--- src/rtl/mem_arbiter.sv ---
// Two-client round-robin memory arbiter with an in-order tag FIFO that routes responses back to the requester.
// Define MEM_ARB_FIXED_PRIO_EN to replace round-robin with fixed priority for client 1 (data).
package mem_arbiter_pkg;
    typedef struct packed {
        logic [3:0]  byte_en;
        logic [31:0] addr;
        logic [31:0] data;
    } mem_op;
endpackage

module mem_arbiter
    import mem_arbiter_pkg::*;
#(
    parameter int TAG_DEPTH = 2
) (
    input  logic  CLK,
    input  logic  RST_N,
    input  logic  cli0_put_enable,
    input  mem_op cli0_put_request,
    output logic  cli0_put_ready,
    input  logic  cli0_get_enable,
    output logic  cli0_get_ready,
    output mem_op cli0_get_response,
    input  logic  cli1_put_enable,
    input  mem_op cli1_put_request,
    output logic  cli1_put_ready,
    input  logic  cli1_get_enable,
    output logic  cli1_get_ready,
    output mem_op cli1_get_response,
    output logic  mem_put_enable,
    output mem_op mem_put_request,
    input  logic  mem_put_ready,
    output logic  mem_get_enable,
    input  logic  mem_get_ready,
    input  mem_op mem_get_response
);
    localparam int PW = $clog2(TAG_DEPTH);
    localparam logic [PW:0]   CNT_FULL = (PW + 1)'(TAG_DEPTH);
    localparam logic [PW:0]   CNT_ONE  = (PW + 1)'(1);
    localparam logic [PW-1:0] PTR_ONE  = PW'(1);

    logic          tag_q [TAG_DEPTH];
    logic [PW-1:0] rd_ptr_q, rd_ptr_d, wr_ptr_q, wr_ptr_d;
    logic [PW:0]   count_q, count_d;
    logic          head_id, head_get_ready, pop, eligible, grant, winner;

    // Everything handshake-related is gated by RST_N so outputs drop as soon as reset asserts.
    always_comb begin
        head_id        = tag_q[rd_ptr_q];
        head_get_ready = RST_N && mem_get_ready && (count_q != '0);
        pop            = head_get_ready && (head_id ? cli1_get_enable : cli0_get_enable);
        eligible       = RST_N && mem_put_ready && ((count_q != CNT_FULL) || pop);
        grant          = eligible && (cli0_put_enable || cli1_put_enable);
    end

`ifdef MEM_ARB_FIXED_PRIO_EN
    always_comb winner = cli1_put_enable;
`else
    logic rr_ptr_q, rr_ptr_d;

    // Preferred client wins if it asks; pointer then moves to whoever lost.
    always_comb begin
        winner   = rr_ptr_q ? cli1_put_enable : !cli0_put_enable;
        rr_ptr_d = rr_ptr_q;
        if (grant) rr_ptr_d = !winner;
    end

    always_ff @(posedge CLK or negedge RST_N) begin
        if (!RST_N) rr_ptr_q <= 1'b0;
        else        rr_ptr_q <= rr_ptr_d;
    end
`endif

    always_comb begin
        cli0_put_ready    = grant && !winner;
        cli1_put_ready    = grant && winner;
        mem_put_enable    = grant;
        mem_put_request   = winner ? cli1_put_request : cli0_put_request;
        cli0_get_ready    = head_get_ready && !head_id;
        cli1_get_ready    = head_get_ready && head_id;
        cli0_get_response = mem_get_response;
        cli1_get_response = mem_get_response;
        mem_get_enable    = pop;
    end

    always_comb begin
        rd_ptr_d = rd_ptr_q;
        wr_ptr_d = wr_ptr_q;
        count_d  = count_q;
        if (pop)   rd_ptr_d = rd_ptr_q + PTR_ONE;
        if (grant) wr_ptr_d = wr_ptr_q + PTR_ONE;
        if (grant && !pop)      count_d = count_q + CNT_ONE;
        else if (pop && !grant) count_d = count_q - CNT_ONE;
    end

    always_ff @(posedge CLK or negedge RST_N) begin
        if (!RST_N) begin
            rd_ptr_q <= '0;
            wr_ptr_q <= '0;
            count_q  <= '0;
        end else begin
            rd_ptr_q <= rd_ptr_d;
            wr_ptr_q <= wr_ptr_d;
            count_q  <= count_d;
        end
    end

    // Tag contents need no reset: count_q alone decides which entries are live.
    always_ff @(posedge CLK) begin
        if (grant) tag_q[wr_ptr_q] <= winner;
    end
endmodule

--- config.mk ---
export PLATFORM = sky130hd
export DESIGN_NAME = mem_arbiter
export DESIGN_NICKNAME = d
export VERILOG_FILES = /design/src/rtl/mem_arbiter.sv
export SDC_FILE = /design/constraint.sdc
export NUM_CORES = 1
export LEC_CHECK = 0
export CAP_MARGIN = 15
export CORE_AREA = 2 2 165 167
export CTS_CLUSTER_SIZE = 10
export DETAILED_ROUTE_END_ITERATION = 10
export DIE_AREA = 0 0 167 169
export PLACE_DENSITY = 0.51
export SLEW_MARGIN = 0
export SYNTH_ARGS = -nofsm -noshare
export SYNTH_HDL_FRONTEND = slang
export SYNTH_SLANG_ARGS = --single-unit
--- constraint.sdc ---
create_clock -name CLK -period 4.8 [get_ports CLK]
set_input_delay 0.96 -clock CLK [delete_from_list [all_inputs] [get_ports CLK]]
set_output_delay 0.96 -clock CLK [all_outputs]
set_load 0.05 [all_outputs]
==> flow_summary.toml <==
[place]
place_congestion = 0.7014
dp_cells = 804
post-place-ws_ps = 661.0
io_buffers = 217
hpwl_um = 7912

[global_route]
grt_pass1_vias = 2451
grt_max_degree = 42
grt_pass1_wl_um = 13940
grt_overflow = 0
grt_antenna_before_repair = 0
grt_usage_pct = 6.150

[layout]
diodes = 0
area_delta_synth_final_pct = 66.44
fin_util_pct = 14.05
fin_cells = 808
nNetsFinal = 681
drive_gt1_share_pct = 16.92

[clocking]
cts.path.max_buffers = 2
cts.sinks = 7
cts_tree = "built"
cts-root-buf = "clkbuf_16"
path_clk_slew_ps = 30
cts_made_buffers = 3
post_cts_buffers = 0
hold_buffers = 0
clock_latency_ps = 230
htreeDepth = 1
cts_resized = 0

[sta]
final.setup.tns_ps = 0
layout_min_cycle_time_ps = 4117
maxSlewHeadroom_pct = 54.37
min_period_over_period_pct = 85.76
hold_viol_final = 0
rsz0062_at_grt = "no"
drv_slew = 0
skew_ps = 1.345
setup_viol = 0
fmax_ghz = 0.2429
tightest_slew_ps = 681.4
setup_slack_ps = 683.5

[synthesis]
synth_top_area_share_pct = 45.64
synth_cell_types = 22
yosysSeqAreaShare_pct = 8.277
netlist_area_um2 = 2237
syn_inst = 392
syn_nets = 605
synth.avg_cell_area_um2 = 5.707
synth_top_cells_by_area = "buf_4 46%, nand2_1 34%, dfrtp_1 5.6%"
synth_area_leader_cell = "buf_4"
ys_warn_count = 0
ys_ff_latch = 7

[route]
wire_per_inst_um = 11.57
drt_first_pass_iters = 4
routed_via_density = 2.999
wirelength_um = 9351
final_antenna_net_count = 0
drcViolationCount = 0
first_iter_violations = 77
vias = 2423

[power]
combinationalPowerShare_pct = 83.8
internal-power_uw = 621.4
p_leak_uw = 0.001738
p_sw_share_pct = 60.01
switchingPower_uw = 932.6
total_power_uw = 1554
power.share.clock_pct = 9.0
power_density_nw_per_um2 = 417.3
ir_drop_mv = 0.1986
p_seq_share_pct = 7.2

[floorplanning]
die_w_um = 167
boundaryPins = 422
dieArea_um2 = 28220
start_util_pct = 8.442
core_area_um2 = 26500
rows = 60
die_y_um = 169

[critical_path]
setup.worst_path.class = "primary input to output pin"
crit_path_end_kind = "output pin"
crit_chain = "clkdlybuf4s50_1, o211ai_1, o21a_1, nor2_1, clkdlybuf4s50_1"
crit_family = "buffers and inverters"
critical_path.most_common_cell = "clkdlybuf4s50_1"
critical_path.max_fanout = 7
path_buf_inv = 2
crit_arrival_ps = 3160
crit_required_ps = 3840
max_stage_delay_ps = 840
cpMaxStageDelayCell = "clkdlybuf4s50_1"
startpoint_type = "primary input"

[job]
maxCapViolations = 0

[worst_hold_path]
worstHoldPathType = "flop to flop"

[status]
status = "complete, no violations"
[cells by family (layout without fill, tap and decap cells)]
kind of cell	after synthesis	in the layout	synth area share [%]
buf+inv	153	228	48.49
fa+ha+maj	1	1	0.5592
flops	7	7	8.278
xor+xnor	4	4	1.566
mux	3	3	1.342
compound gates	7	7	2.349
simple gates	217	217	37.42
[power by group through the flow]
stage          logic (uW)  registers (uW)  clock network (uW)
5_1_grt              1390             115                 146
2_1_floorplan        1160             104                   0
4_1_cts              1320             111                 143
6_report             1300             112                 140
3_5_place_dp         1320             112                   0
3_3_place_gp         1310             113                   0
[worst paths after layout]
kind,start,to,slack [ps],cells past startpoint
min,count_q[1],count_q[1],490,1
min in group asynchronous,RST_N,rd_ptr_q,980,1
max in group asynchronous,RST_N,wr_ptr_q,3600,1
max reg2reg,rd_ptr_q,count_q[1],2670,8
min reg2reg,count_q[1],count_q[1],490,1
max,RST_N,mem_put_enable,680,5
[cell type report]
cell class	instances	area [um2]
Fill cell	3079	22780
Timing Repair Buffer	221	2042
Multi-Input combinational cell	232	979.7
Tap cell	341	426.7
Sequential cell	7	185.2
Clock buffer	4	78.83
Inverter	3	11.26
[layout by cell type, fill, tap and decap left out, drive strengths merged, types with 2 or more instances in the layout]
master and instances:
edfxtp 2, nor2 4, inv 3, nor3 3, o211ai 3, buf 73
nor2b 2, clkdlybuf4s50 148, xor2 3, nand2 205, dfrtp 5, clkbuf 4
mux2i 3
[state kept, by name (all words and copies together) (netlist names)]
name      flops
rr_ptr_q      1
rd_ptr_q      1
count_q       2
tag_q         2
wr_ptr_q      1
[synthesized netlist by cell type (all sizes together)]
library cell and instances:
buf 136, o32a 1, o21a 1, inv 3
nor3b 1, clkbuf 14, nand2 205, xor2 3
xnor2 1, dfrtp 5, mux2i 3, ha 1
o211ai 3, o21ai 1, o21bai 1, or3 1
edfxtp 2, nor2 4, nor3 3, nor2b 2
or4 1
[per-layer routing]
layer,track usage (%),vias up,wire length [um],part of all wire (%)
met5,0,-,0,0
met4,3.561,0,495,5.3
met3,3.554,61,1485,16
met2,9.644,202,4304,46
met1,6.436,957,3066,33
li1,-,1203,-,-
[metrics by stage]
stage / area, um2 / hold slack [ps]
after floorplan: 2237 / 456.2
after global routing: 3724 / 519.7
after detailed placement: 3645 / 482.7
after CTS: 3724 / 494.0
final: 3724 / 492.4
after global placement: 3645 / 487.7
Power figures use the tool's default switching activity.
